$ cat src/rtl/arb_serial_32_8.sv
// Two-requester round-robin arbiter feeding a shared 32-to-8 serializer.
// Words are granted by valid/ready and emitted as four registered bytes.
module arb_serial_32_8 #(
  parameter bit MSB_FIRST = 1'b1,
  parameter bit RR_ENABLE = 1'b1
) (
  input  logic        clk,
  input  logic        reset,
  input  logic        valid_0,
  input  logic [31:0] data_0,
  output logic        ready_0,
  input  logic        valid_1,
  input  logic [31:0] data_1,
  output logic        ready_1,
  output logic        valid_out,
  output logic [7:0]  data_out,
  output logic        src_id,
  output logic        first_out
);

  typedef enum logic {IDLE, SEND} state_t;

  state_t      state_q, state_d;
  logic [1:0]  cnt_q, cnt_d;
  logic        last_q, last_d;
  logic [31:0] word_q, word_d;
  logic        owner_q, owner_d;
  logic        vo_q, vo_d;
  logic [7:0]  do_q, do_d;
  logic        src_q, src_d;
  logic        first_q, first_d;

  logic        window;
  logic        gnt0, gnt1;
  logic [1:0]  idx;
  logic [7:0]  byte_sel;

  always_comb begin
    window = !reset && (state_q == IDLE || cnt_q == 2'd3);
    gnt0   = 1'b0;
    gnt1   = 1'b0;
    if (window) begin
      if (valid_0 && valid_1) begin
        if (RR_ENABLE && !last_q) gnt1 = 1'b1;
        else                      gnt0 = 1'b1;
      end else begin
        gnt0 = valid_0;
        gnt1 = valid_1;
      end
    end
  end

  assign ready_0 = gnt0;
  assign ready_1 = gnt1;

  // MSB-first walks byte lanes 3..0, which is the bitwise inverse of cnt
  assign idx      = MSB_FIRST ? ~cnt_q : cnt_q;
  assign byte_sel = word_q[{idx, 3'b000} +: 8];

  always_comb begin
    state_d = state_q;
    cnt_d   = cnt_q;
    last_d  = last_q;
    word_d  = word_q;
    owner_d = owner_q;
    vo_d    = 1'b0;
    do_d    = 8'h00;
    src_d   = 1'b0;
    first_d = 1'b0;
    if (state_q == SEND) begin
      vo_d    = 1'b1;
      do_d    = byte_sel;
      src_d   = owner_q;
      first_d = (cnt_q == 2'd0);
      cnt_d   = 2'(cnt_q + 2'd1);
      if (cnt_q == 2'd3) state_d = IDLE;
    end
    if (gnt0 || gnt1) begin
      word_d  = gnt1 ? data_1 : data_0;
      owner_d = gnt1;
      last_d  = gnt1;
      state_d = SEND;
      cnt_d   = 2'd0;
    end
  end

  always_ff @(posedge clk) begin
    if (reset) begin
      state_q <= IDLE;
      cnt_q   <= 2'd0;
      last_q  <= 1'b1;
      word_q  <= 32'h0;
      owner_q <= 1'b0;
      vo_q    <= 1'b0;
      do_q    <= 8'h00;
      src_q   <= 1'b0;
      first_q <= 1'b0;
    end else begin
      state_q <= state_d;
      cnt_q   <= cnt_d;
      last_q  <= last_d;
      word_q  <= word_d;
      owner_q <= owner_d;
      vo_q    <= vo_d;
      do_q    <= do_d;
      src_q   <= src_d;
      first_q <= first_d;
    end
  end

  assign valid_out = vo_q;
  assign data_out  = do_q;
  assign src_id    = src_q;
  assign first_out = first_q;

endmodule

$ cat config.mk
export PLATFORM = sky130hd
export DESIGN_NAME = arb_serial_32_8
export DESIGN_NICKNAME = d
export VERILOG_FILES = /design/src/rtl/arb_serial_32_8.sv
export SDC_FILE = /design/constraint.sdc
export NUM_CORES = 1
export LEC_CHECK = 0
export ABC_CLOCK_PERIOD_IN_PS = 2100
export CORE_UTILIZATION = 63
export DETAILED_ROUTE_END_ITERATION = 8
export DONT_BUFFER_PORTS = 1
export PLACE_DENSITY_LB_ADDON = 0.08
export SLEW_MARGIN = 20
export SYNTH_ARGS = -nofsm -noshare
export SYNTH_HDL_FRONTEND = slang
export SYNTH_SLANG_ARGS = --single-unit
$ cat constraint.sdc
create_clock -name clk -period 2.1 [get_ports clk]
set_input_delay 0.42 -clock clk [delete_from_list [all_inputs] [get_ports clk]]
set_output_delay 0.42 -clock clk [all_outputs]
set_load 0.02 [all_outputs]
After elaboration in Yosys (flattened, before gate mapping)
Cells that the tools add are included.
{ "op_classes": {"add_sub_neg": 1, "eq_ne": 1, "n_shift": 1, "mux": 11, "n_bitwise": 2, "n_reduce_logical": 8} }
{ "ops": {"columns": ["operator", "count"], "rows": [
  ["$mux 32", 1],
  ["$shiftx 32x6->8", 1],
  ["$mux 1", 10],
  ["$reduce_or 2->1", 2],
  ["$add 2x1->2 const B", 1],
  ["$eq 2x2->1 const B", 1],
  ["$logic_and 1x1->1", 2],
  ["$logic_not 2->1", 1],
  ["$logic_or 1x1->1", 2],
  ["$not 2->2", 1],
  ["$logic_not 1->1", 1],
  ["$not 1->1", 1]
]} }
{ "word_totals": {"ff_bits": 48, "in_bits": 68, "output_inout_bits": 13} }

Logic depth before layout (Yosys ltp)
Gate-level depths: netlist of the first run.
{ "logic_depth": {"ltp_word": 6, "depth_mapped": 7, "ltp_nobuf": 4} }

Worst setup path after synthesis of the first run
OpenSTA, ideal clock, no wires.
{ "synth_path": {"path_kind": "input to output", "start": "input port reset", "end": "output port ready_0", "arrival_time_ns": 1.450, "t_required_ns": 1.680, "setup_slack_ns": 0.230, "path_stages": 4, "n_path_buf": 3, "path_cell_list": "buf_2 > buf_2 > buf_2 > nor3_1"} }
{ "synth_via": {"elab_chain_cells": 3} }
{ "synth_rtl": {"columns": ["element", "line_no", "rtl"], "rows": [
  ["start, declared", "8", "input logic reset,"],
  ["$logic_not 1->1", "39", "window = !reset && (state_q == IDLE || cnt_q == 2'd3);"],
  ["$logic_and 1x1->1", "39", null],
  ["$mux 1", "42", "if (window) begin"],
  ["end, declared", "11", "output logic ready_0,"]
]} }
Every way passes these cells.

Worst setup path after layout of the first run
{ "layout_path": {"start": "register state_q", "end": "output port ready_1"} }
{ "layout_via": {"elab_chain_cells": 4} }
{ "layout_rtl": {"columns": ["element", "line_no", "rtl"], "rows": [
  ["start, declared", "23", "state_t state_q, state_d;"],
  ["start signal, assigned", "99", "state_q <= state_d;"],
  ["$not 1->1 (no line)", null, null],
  ["$logic_or 1x1->1", "39", null],
  ["$logic_and 1x1->1", "39", null],
  ["$mux 1", "42", null],
  ["end, declared", "14", "output logic ready_1,"]
]} }
Every way passes these cells.

==> impl_metrics.json, run 1 <==
{
  "status": "completed",
  "final-seq-area_sq_um": 961,
  "power.density_nw_per_um2": 735,
  "synth_top_flop_cell": "dfxtp_1",
  "grt_pass1_wl_um": 10200,
  "row_count": 23,
  "holdPathEnd": "word_q[13]",
  "slowest_delay_ns": 0.45,
  "post-place-cells": 284,
  "cts_resized": 0,
  "initial_core_util": 0.671,
  "drt_iter0_drc": 210,
  "port_buffers": 0,
  "routedWlPerCell_um": 22.4,
  "detail-route-antenna-nets": 0,
  "r2r-end": "word_q[3]",
  "avgSynthCellArea_sq_um": 10.4,
  "placed_cell_area_sq_um": 2660,
  "multi_input_area_sq_um": 1520,
  "synthMuxAreaShare": 0.0688,
  "antenna_found_initial": 0,
  "max_clock_freq_mhz": 569,
  "drtPass1Iterations": 4,
  "total_power_mw": 2.03,
  "synth_edf_count": 0,
  "postCtsSetupRepairBufs": 0,
  "worst_r2r_path_depth": 4,
  "cts_tree": "yes",
  "crit_type": "reg2out",
  "area_growth_syn_to_layout_pct": -0.136,
  "period_share": 0.837,
  "reg2reg_slack_ns": 0.43,
  "fin_worst_skew_ns": 0.0142,
  "seq_area_frac_synth": 0.348,
  "fin_nets": 311,
  "pin_count": 81,
  "gp_congestion": 0.950,
  "ctsHoldBuffers": 0,
  "grt_pass1_vias": 2070,
  "crit_slowest_cell": "dfxtp_1",
  "clock-sinks": 48,
  "synthTopCellsByArea": "dfxtp_1 35%, a311oi_2 15%, o31ai_1 8.7%",
  "tightest_slew_ns": 0.568,
  "post-route-util": 0.670,
  "crit_arrival_ns": 1.34,
  "cts_buffers": 5,
  "drc": 0,
  "syn_nets": 335,
  "rsz0062_at_grt": "false",
  "root_buffer": "clkbuf_8",
  "critPathCaptureType": "primary output",
  "setup_ws_ns": 0.342,
  "synth_cell_types": 33,
  "grt_start_max_net_pins": 72,
  "worstSkewPairLatency_ns": 0.30,
  "n_antenna_cell": 0,
  "p_leak_nw": 0.831,
  "synthCells": 265,
  "ctsLongestPathBuffers": 2,
  "synth_top_family_by_area": "compound AO/OA/AOI/OAI gates",
  "vias": 2236,
  "startpoint_type": "flip-flop",
  "fin_cells": 290,
  "reg2reg_from": "cnt_q[1]",
  "synth_simple_gate_area_frac": 0.121,
  "crit_buf_inv": 1,
  "dieArea_sq_um": 4650,
  "hold_start": "reset",
  "peakVddDrop_mv": 0.415,
  "design_area_sq_um": 2760,
  "synth_seq_cells": 48,
  "core_sq_um": 4120,
  "crit_path_max_fanout": 5,
  "min_path_cells": 1,
  "min_period_ns": 1.76,
  "drive_gt1_frac": 0.263,
  "synth_compound_area_frac": 0.345,
  "track_usage": 0.298,
  "yosys_warnings": 0,
  "synthesis.area_sq_um": 2760,
  "crit_chain": "nor2b_2 -> nor3_1 -> buf_4",
  "synth_top_area_frac": 0.348,
  "wl_um": 6490,
  "hp-class": "in2reg",
  "pre_cts_slack_ns": 0.440,
  "overflow": 0,
  "dp_hpwl_um": 4390,
  "drv_cap": 0,
  "maxSlewViolCount": 0,
  "relSlewSlack": 0.620,
  "clk_pin_slew_ns": 0.09,
  "synth_top_cell_by_area": "dfxtp_1",
  "required_ns": 1.68,
  "hold_violations": 0,
  "synth_xor_area_frac": 0.00317,
  "die_h_um": 68.2,
  "whs_ns": 0.183,
  "crit_family": "flip-flops",
  "viasPerCell": 7.71,
  "fillers": 336,
  "htree_levels": 2,
  "dieWidth_um": 68.2,
  "synth_fa_ha_area_frac": 0.00906,
  "tns_ns": 0,
  "setup_viol": 0,
  "async_flop_share": 0
}
-- layer usage --
layer	GRT usage	part of all wire
met1	0.406	0.42
met2	0.445	0.46
met3	0.0550	0.080
met4	0.151	0.031
met5	0	0
-- sequential cells by signal (all words and copies together) (netlist names) --
name,count
first_out,1
data_out,8
last_q,1
cnt_q,2
word_q,32
owner_q,1
src_id,1
state_q,1
valid_out,1
-- worst max-delay path by stage --
stage,start,end,slack (ns),depth (start not counted)
after floorplan,reset,ready_0,0.23,4
after global placement,valid_1,word_q[21],0.48,4
after detailed placement,cnt_q[1],word_q[31],0.44,4
after CTS,state_q,ready_1,0.34,3
after global routing,last_q,ready_1,0.27,3
final,state_q,ready_1,0.34,3
-- synth_stat cells, drive strengths merged, types with 2 or more instances --
cell type / instances
a311oi: 32
nor3: 4
ha: 2
buf: 26
o31ai: 32
a21oi: 2
a31oi: 32
clkbuf: 18
and2: 10
nand4: 32
nor2b: 2
o21ai: 2
dfxtp: 48
and3: 2
inv: 4
mux4: 8
-- where the power goes --
group	total, mW	internal, mW	switching, mW
Combinational	0.380	0.159	0.221
Clock	0.625	0.342	0.283
Sequential	1.02	0.973	0.0503
Total	2.03	1.47	0.554
-- final cells by class --
| type | count | area share |
|---|---|---|
| clock inverter | 1 | 0.0109 |
| timing repair buffer | 14 | 0.0381 |
| clock buffer | 5 | 0.0249 |
| sequential | 48 | 0.348 |
| multi-input combinational | 168 | 0.550 |
| inverter | 4 | 0.00544 |
| tap | 50 | 0.0227 |
-- placed cells by master, fill, tap and decap left out, types with 2 or more instances in the layout --
master,synthesis,final
buf_4,0,14
o31ai_1,32,32
nand4_1,32,32
a31oi_1,32,32
a311oi_2,28,28
clkbuf_8,0,5
a21oi_1,2,2
and2_1,10,10
mux4_2,8,8
ha_1,2,2
dfxtp_1,48,48
nor3_1,2,2
inv_1,3,3
a311oi_1,4,4
nor3_2,2,2
-- cells by family after synthesis --
kind of cell | Yosys count
AOI/OAI and AO/OA | 104
and+or+nand+nor | 52
buffers and inverters | 49
DFF | 48
muxes | 9
adders and majority gates | 2
xor gates and xnor gates | 1
Note: power is estimated with default switching activity, not from simulation.
==> inputs of run 2 (changes only) <==
--- a/config.mk
+++ b/config.mk
@@ -5,7 +5,8 @@
 export SDC_FILE = /design/constraint.sdc
 export NUM_CORES = 1
 export LEC_CHECK = 0
-export ABC_CLOCK_PERIOD_IN_PS = 2100
+export ABC_AREA = 1
+export ABC_CLOCK_PERIOD_IN_PS = 1700
 export CORE_UTILIZATION = 63
 export DETAILED_ROUTE_END_ITERATION = 8
 export DONT_BUFFER_PORTS = 1
==> constraint.sdc (replaced) <==
create_clock -name clk -period 1.7 [get_ports clk]
set_input_delay 0.34 -clock clk [delete_from_list [all_inputs] [get_ports clk]]
set_output_delay 0.34 -clock clk [all_outputs]
set_load 0.02 [all_outputs]
==> impl_metrics.json, run 2 <==
{
  "worst_r2r_path_depth": 7,
  "ctsLongestPathBuffers": 2,
  "clock-sinks": 48,
  "pre_cts_slack_ns": 0.0900,
  "synthCells": 408,
  "yosys_warnings": 0,
  "pin_count": 81,
  "dp_hpwl_um": 4080,
  "synth_top_area_frac": 0.364,
  "startpoint_type": "flip-flop",
  "port_buffers": 0,
  "required_ns": 1.36,
  "setup_viol": 0,
  "synth_seq_cells": 48,
  "synthesis.area_sq_um": 2640,
  "avgSynthCellArea_sq_um": 6.46,
  "dieArea_sq_um": 4450,
  "drv_cap": 0,
  "routedWlPerCell_um": 12.5,
  "synth_compound_area_frac": 0.200,
  "synth_edf_count": 0,
  "crit_type": "reg2out",
  "synth_fa_ha_area_frac": 0.00949,
  "synth_top_flop_cell": "dfxtp_1",
  "placed_cell_area_sq_um": 2620,
  "setup_ws_ns": 0.0951,
  "mostFrequentLayoutCell": "nor2_1",
  "syn_nets": 478,
  "area_growth_syn_to_layout_pct": 3.42,
  "p_leak_nw": 1.31,
  "gp_congestion": 0.835,
  "grt_pass1_vias": 2001,
  "relSlewSlack": 0.534,
  "multi_input_area_sq_um": 1280,
  "synth_cell_types": 20,
  "core_sq_um": 4000,
  "synth_top_family_by_area": "simple AND/OR/NAND/NOR gates",
  "synth_xor_area_frac": 0,
  "n_antenna_cell": 0,
  "seq_area_frac_synth": 0.364,
  "critPathCaptureType": "primary output",
  "die_h_um": 66.7,
  "ctsHoldBuffers": 0,
  "track_usage": 0.265,
  "peakVddDrop_mv": 0.520,
  "top_register": "word_q",
  "dieWidth_um": 66.7,
  "total_power_mw": 2.43,
  "fillers": 383,
  "largest_reg_flops": 32,
  "overflow": 0,
  "tns_ns": 0,
  "grt_start_max_net_pins": 34,
  "rsz0062_at_grt": "false",
  "row_count": 23,
  "status": "completed",
  "maxSlewViolCount": 0,
  "ys_top_cells_by_count": "71 x nor2_1, 69 x nand2_1, 59 x a21oi_1",
  "synth_simple_gate_area_frac": 0.272,
  "reg2reg_slack_ns": 0.12,
  "htree_levels": 2,
  "antenna_found_initial": 0,
  "vias": 2348,
  "min_path_cells": 1,
  "fin_nets": 469,
  "fin_worst_skew_ns": 0.0117,
  "hp-class": "in2reg",
  "min_period_ns": 1.60,
  "max_clock_freq_mhz": 623,
  "crit_arrival_ns": 1.26,
  "wl_um": 5630,
  "cts_tree": "yes",
  "detail-route-antenna-nets": 0,
  "design_area_sq_um": 2730,
  "period_share": 0.944,
  "grt_pass1_wl_um": 8910,
  "drt_iter0_drc": 74,
  "yosysMostFrequentCell": "nor2_1",
  "synthMuxAreaShare": 0,
  "initial_core_util": 0.659,
  "synth_top_cell_by_area": "dfxtp_1",
  "drive_gt1_frac": 0.0850,
  "async_flop_share": 0,
  "root_buffer": "clkbuf_8",
  "power.density_nw_per_um2": 892,
  "cts_buffers": 5,
  "worstSkewPairLatency_ns": 0.30,
  "viasPerCell": 5.22,
  "clk_pin_slew_ns": 0.08,
  "final-seq-area_sq_um": 963,
  "crit_path_max_fanout": 3,
  "final_cell_mix": "71 x nor2_1, 69 x nand2_1, 59 x a21oi_1",
  "tightest_slew_ns": 0.699,
  "drc": 0,
  "whs_ns": 0.110,
  "hold_violations": 0,
  "synthTopCellsByArea": "dfxtp_1 36%, a21oi_1 11%, nor2_1 10%",
  "drtPass1Iterations": 4
}
## run 2: cell types whose count changed after synthesis, sizes merged, moves of 35 or more
cell,previous run,this run
a21oi,2,61
nand2,0,71
nor2,0,71
inv,4,56
nand3,0,35
## run 2: final cells by class
cell class                 count  share of cell area
clock buffer                   6              0.0303
sequential                    48               0.353
multi-input combinational    274               0.471
timing repair buffer          12              0.0376
tap                           50              0.0229
inverter                      58              0.0812
clock inverter                 2             0.00367
## run 2: power by group
group / total, mW / internal (mW) / switching, mW / leakage (nW)
clock: 0.686 / 0.325 / 0.361 / 0.0510
combinational: 0.480 / 0.176 / 0.304 / 0.865
sequential: 1.27 / 1.21 / 0.0531 / 0.396
## run 2: worst max-delay path, stage by stage, from the launching register on
cell     delay, ns
dfxtp_2       0.33
ha_1          0.20
inv_2         0.09
nand2_2       0.07
nand3_2       0.10
nor2_1        0.04
buf_4         0.15
## run 2: logic make-up (layout without fill, tap and decap cells)
group | after synthesis | in the layout
compound gates | 95 | 95
fa+ha+maj | 2 | 2
buf+inv | 86 | 78
flops | 48 | 48
simple gates | 177 | 177
## run 2: worst paths after layout
check | start | to
setup reg to reg | cnt_q[0] | owner_q
setup / recovery | cnt_q[0] | ready_0
hold reg to reg | owner_q | src_id
hold / removal | reset | state_q
## run 2: what timing repair did
item / in CTS / in global routing
pin swaps: 1 / 0
setup endpoints to repair: 1 / 11
setup buffers: 1 / 0
gates resized for setup: 1 / 4
gates cloned: 0 / 0
## run 2: per-stage QoR
step | util | cells
2_1_floorplan | - | 408
3_3_place_gp | 0.655 | 441
3_5_place_dp | 0.655 | 441
4_1_cts | 0.680 | 450
5_1_grt | 0.682 | 450
6_report | 0.682 | 450
## run 2: per-layer routing
layer,vias up,wire length [um],global-route usage
li1,1257,-,-
met1,1007,2760,0.338
met2,76,2470,0.429
met3,8,326,0.0582
met4,0,76,0.106
met5,-,0,0
==> inputs of run 3 (changes only) <==
--- a/config.mk
+++ b/config.mk
@@ -6,7 +6,7 @@
 export NUM_CORES = 1
 export LEC_CHECK = 0
 export ABC_AREA = 1
-export ABC_CLOCK_PERIOD_IN_PS = 1700
+export ABC_CLOCK_PERIOD_IN_PS = 1820
 export CORE_UTILIZATION = 63
 export DETAILED_ROUTE_END_ITERATION = 8
 export DONT_BUFFER_PORTS = 1
==> constraint.sdc (replaced) <==
create_clock -name clk -period 1.82 [get_ports clk]
set_input_delay 0.364 -clock clk [delete_from_list [all_inputs] [get_ports clk]]
set_output_delay 0.364 -clock clk [all_outputs]
set_load 0.02 [all_outputs]
==> impl_metrics.json, run 3 (synthesized netlist as in run 2, its figures left out) <==
{
  "largest_reg_flops": 32,
  "crit_type": "reg2out",
  "seq_power_share": 0.443,
  "hold_violations": 0,
  "swShare": 0.256,
  "grt_pass1_vias": 2010,
  "die_h_um": 66.7,
  "status": "completed",
  "startpoint_type": "flip-flop",
  "clk_pin_slew_ns": 0.09,
  "dp_hpwl_um": 4090,
  "post-route-util": 0.703,
  "fillers": 339,
  "critPathCaptureType": "primary output",
  "multi_input_area_sq_um": 1290,
  "gp_congestion": 0.876,
  "dieArea_sq_um": 4450,
  "period_share": 0.932,
  "pin_count": 81,
  "hold_start": "reset",
  "mostFrequentLayoutCell": "nor2_1",
  "min_period_ns": 1.70,
  "clock-sinks": 48,
  "grt_pass1_wl_um": 8840,
  "htree_levels": 2,
  "drtPass1Iterations": 4,
  "dieWidth_um": 66.7,
  "row_count": 23,
  "overflow": 0,
  "viasPerCell": 5.31,
  "worstSkewPairLatency_ns": 0.31,
  "intPower_mw": 1.99,
  "fin_nets": 470,
  "port_buffers": 0,
  "drc": 0,
  "final-seq-area_sq_um": 962,
  "switchingPower_mw": 0.686,
  "final_cell_mix": "71 x nor2_1, 68 x nand2_1, 59 x a21oi_1",
  "core_sq_um": 4000,
  "crit_path_max_fanout": 3,
  "tns_ns": 0,
  "ctsHoldBuffers": 0,
  "crit_arrival_ns": 1.33,
  "drt_iter0_drc": 96,
  "antenna_found_initial": 0,
  "vias": 2394,
  "root_buffer": "clkbuf_8",
  "required_ns": 1.46,
  "reg2reg_from": "cnt_q[0]",
  "routedWlPerCell_um": 12.4,
  "power.density_nw_per_um2": 952,
  "wl_um": 5580,
  "slowest_delay_ns": 0.34,
  "combPwrFrac": 0.169,
  "top_register": "word_q",
  "drv_cap": 0,
  "tightest_slew_ns": 0.740,
  "crit_slowest_cell": "dfxtp_2",
  "initial_core_util": 0.659,
  "drive_gt1_frac": 0.0823,
  "area_growth_syn_to_layout_pct": 6.59,
  "p_leak_nw": 1.35,
  "track_usage": 0.268,
  "grt_start_max_net_pins": 47,
  "crit_chain": "ha_1 -> inv_1 -> nand2_2 -> nand3_2 -> nor2_1 -> buf_4",
  "n_antenna_cell": 0,
  "startpoint": "cnt_q[0]",
  "setup_viol": 0,
  "fin_worst_skew_ns": 0.00775,
  "rsz0062_at_grt": "false",
  "detail-route-antenna-nets": 0,
  "hp-class": "in2reg",
  "peakVddDrop_mv": 0.488,
  "maxSlewViolCount": 0,
  "max_clock_freq_mhz": 589,
  "cts_buffers": 5,
  "pwr-share-clk": 0.388,
  "ctsLongestPathBuffers": 2,
  "cts_tree": "yes",
  "relSlewSlack": 0.507
}
[run 3: what timing repair did]
action,4_1_cts,5_1_grt
setup endpoints to repair,0,2
buffers inserted,0,1
hold endpoints to repair,0,0
gates resized for setup,0,3
[run 3: per-stage QoR]
step	hold slack, ns	cell area, sq um	power (mW)	instances	setup WS [ns]
detailed placement	0.431	2640	1.66	442	0.266
global route	0.107	2810	2.81	451	0.0198
global placement	0.428	2640	1.64	442	0.298
floorplan	0.410	2640	1.58	408	0.267
finish	0.121	2810	2.68	451	0.123
CTS	0.108	2800	2.69	450	0.0245
[run 3: routing by layer]
metal / up-vias / wire length [um] / GRT usage
met5: - / 0 / 0
met4: 0 / 125 / 0.104
met3: 15 / 417 / 0.0771
met2: 90 / 2500 / 0.433
met1: 1030 / 2540 / 0.333
li1: 1259 / - / -
[run 3: area by class of cell]
class / count / area share
multi-input cells: 274 / 0.458
repair buffers: 13 / 0.0436
flip-flops and latches: 48 / 0.342
well taps: 50 / 0.0223
inverters: 58 / 0.0774
clock buffers: 5 / 0.0245
clock inverters: 3 / 0.0320
[run 3: worst paths after layout]
path | to | slack (ns) | cells after the start
setup / recovery | ready_0 | 0.12 | 6
hold / removal | state_q | 0.12 | 1
setup reg to reg | owner_q | 0.19 | 7
hold reg to reg | src_id | 0.45 | 2
[run 3: power by group through the flow]
stage	Combinational [mW]	Sequential, mW	Clock, mW
3_3_place_gp	0.437	1.21	0
5_1_grt	0.520	1.19	1.10
6_report	0.452	1.18	1.04
4_1_cts	0.450	1.18	1.05
2_1_floorplan	0.388	1.19	0
3_5_place_dp	0.447	1.21	0
[run 3: worst max-delay path: cells and delay by family, from the launching register on]
kind,cells,cell delay [ns]
DFF,1,0.34
adders and majority gates,1,0.18
and+or+nand+nor,3,0.24
buffers and inverters,2,0.27
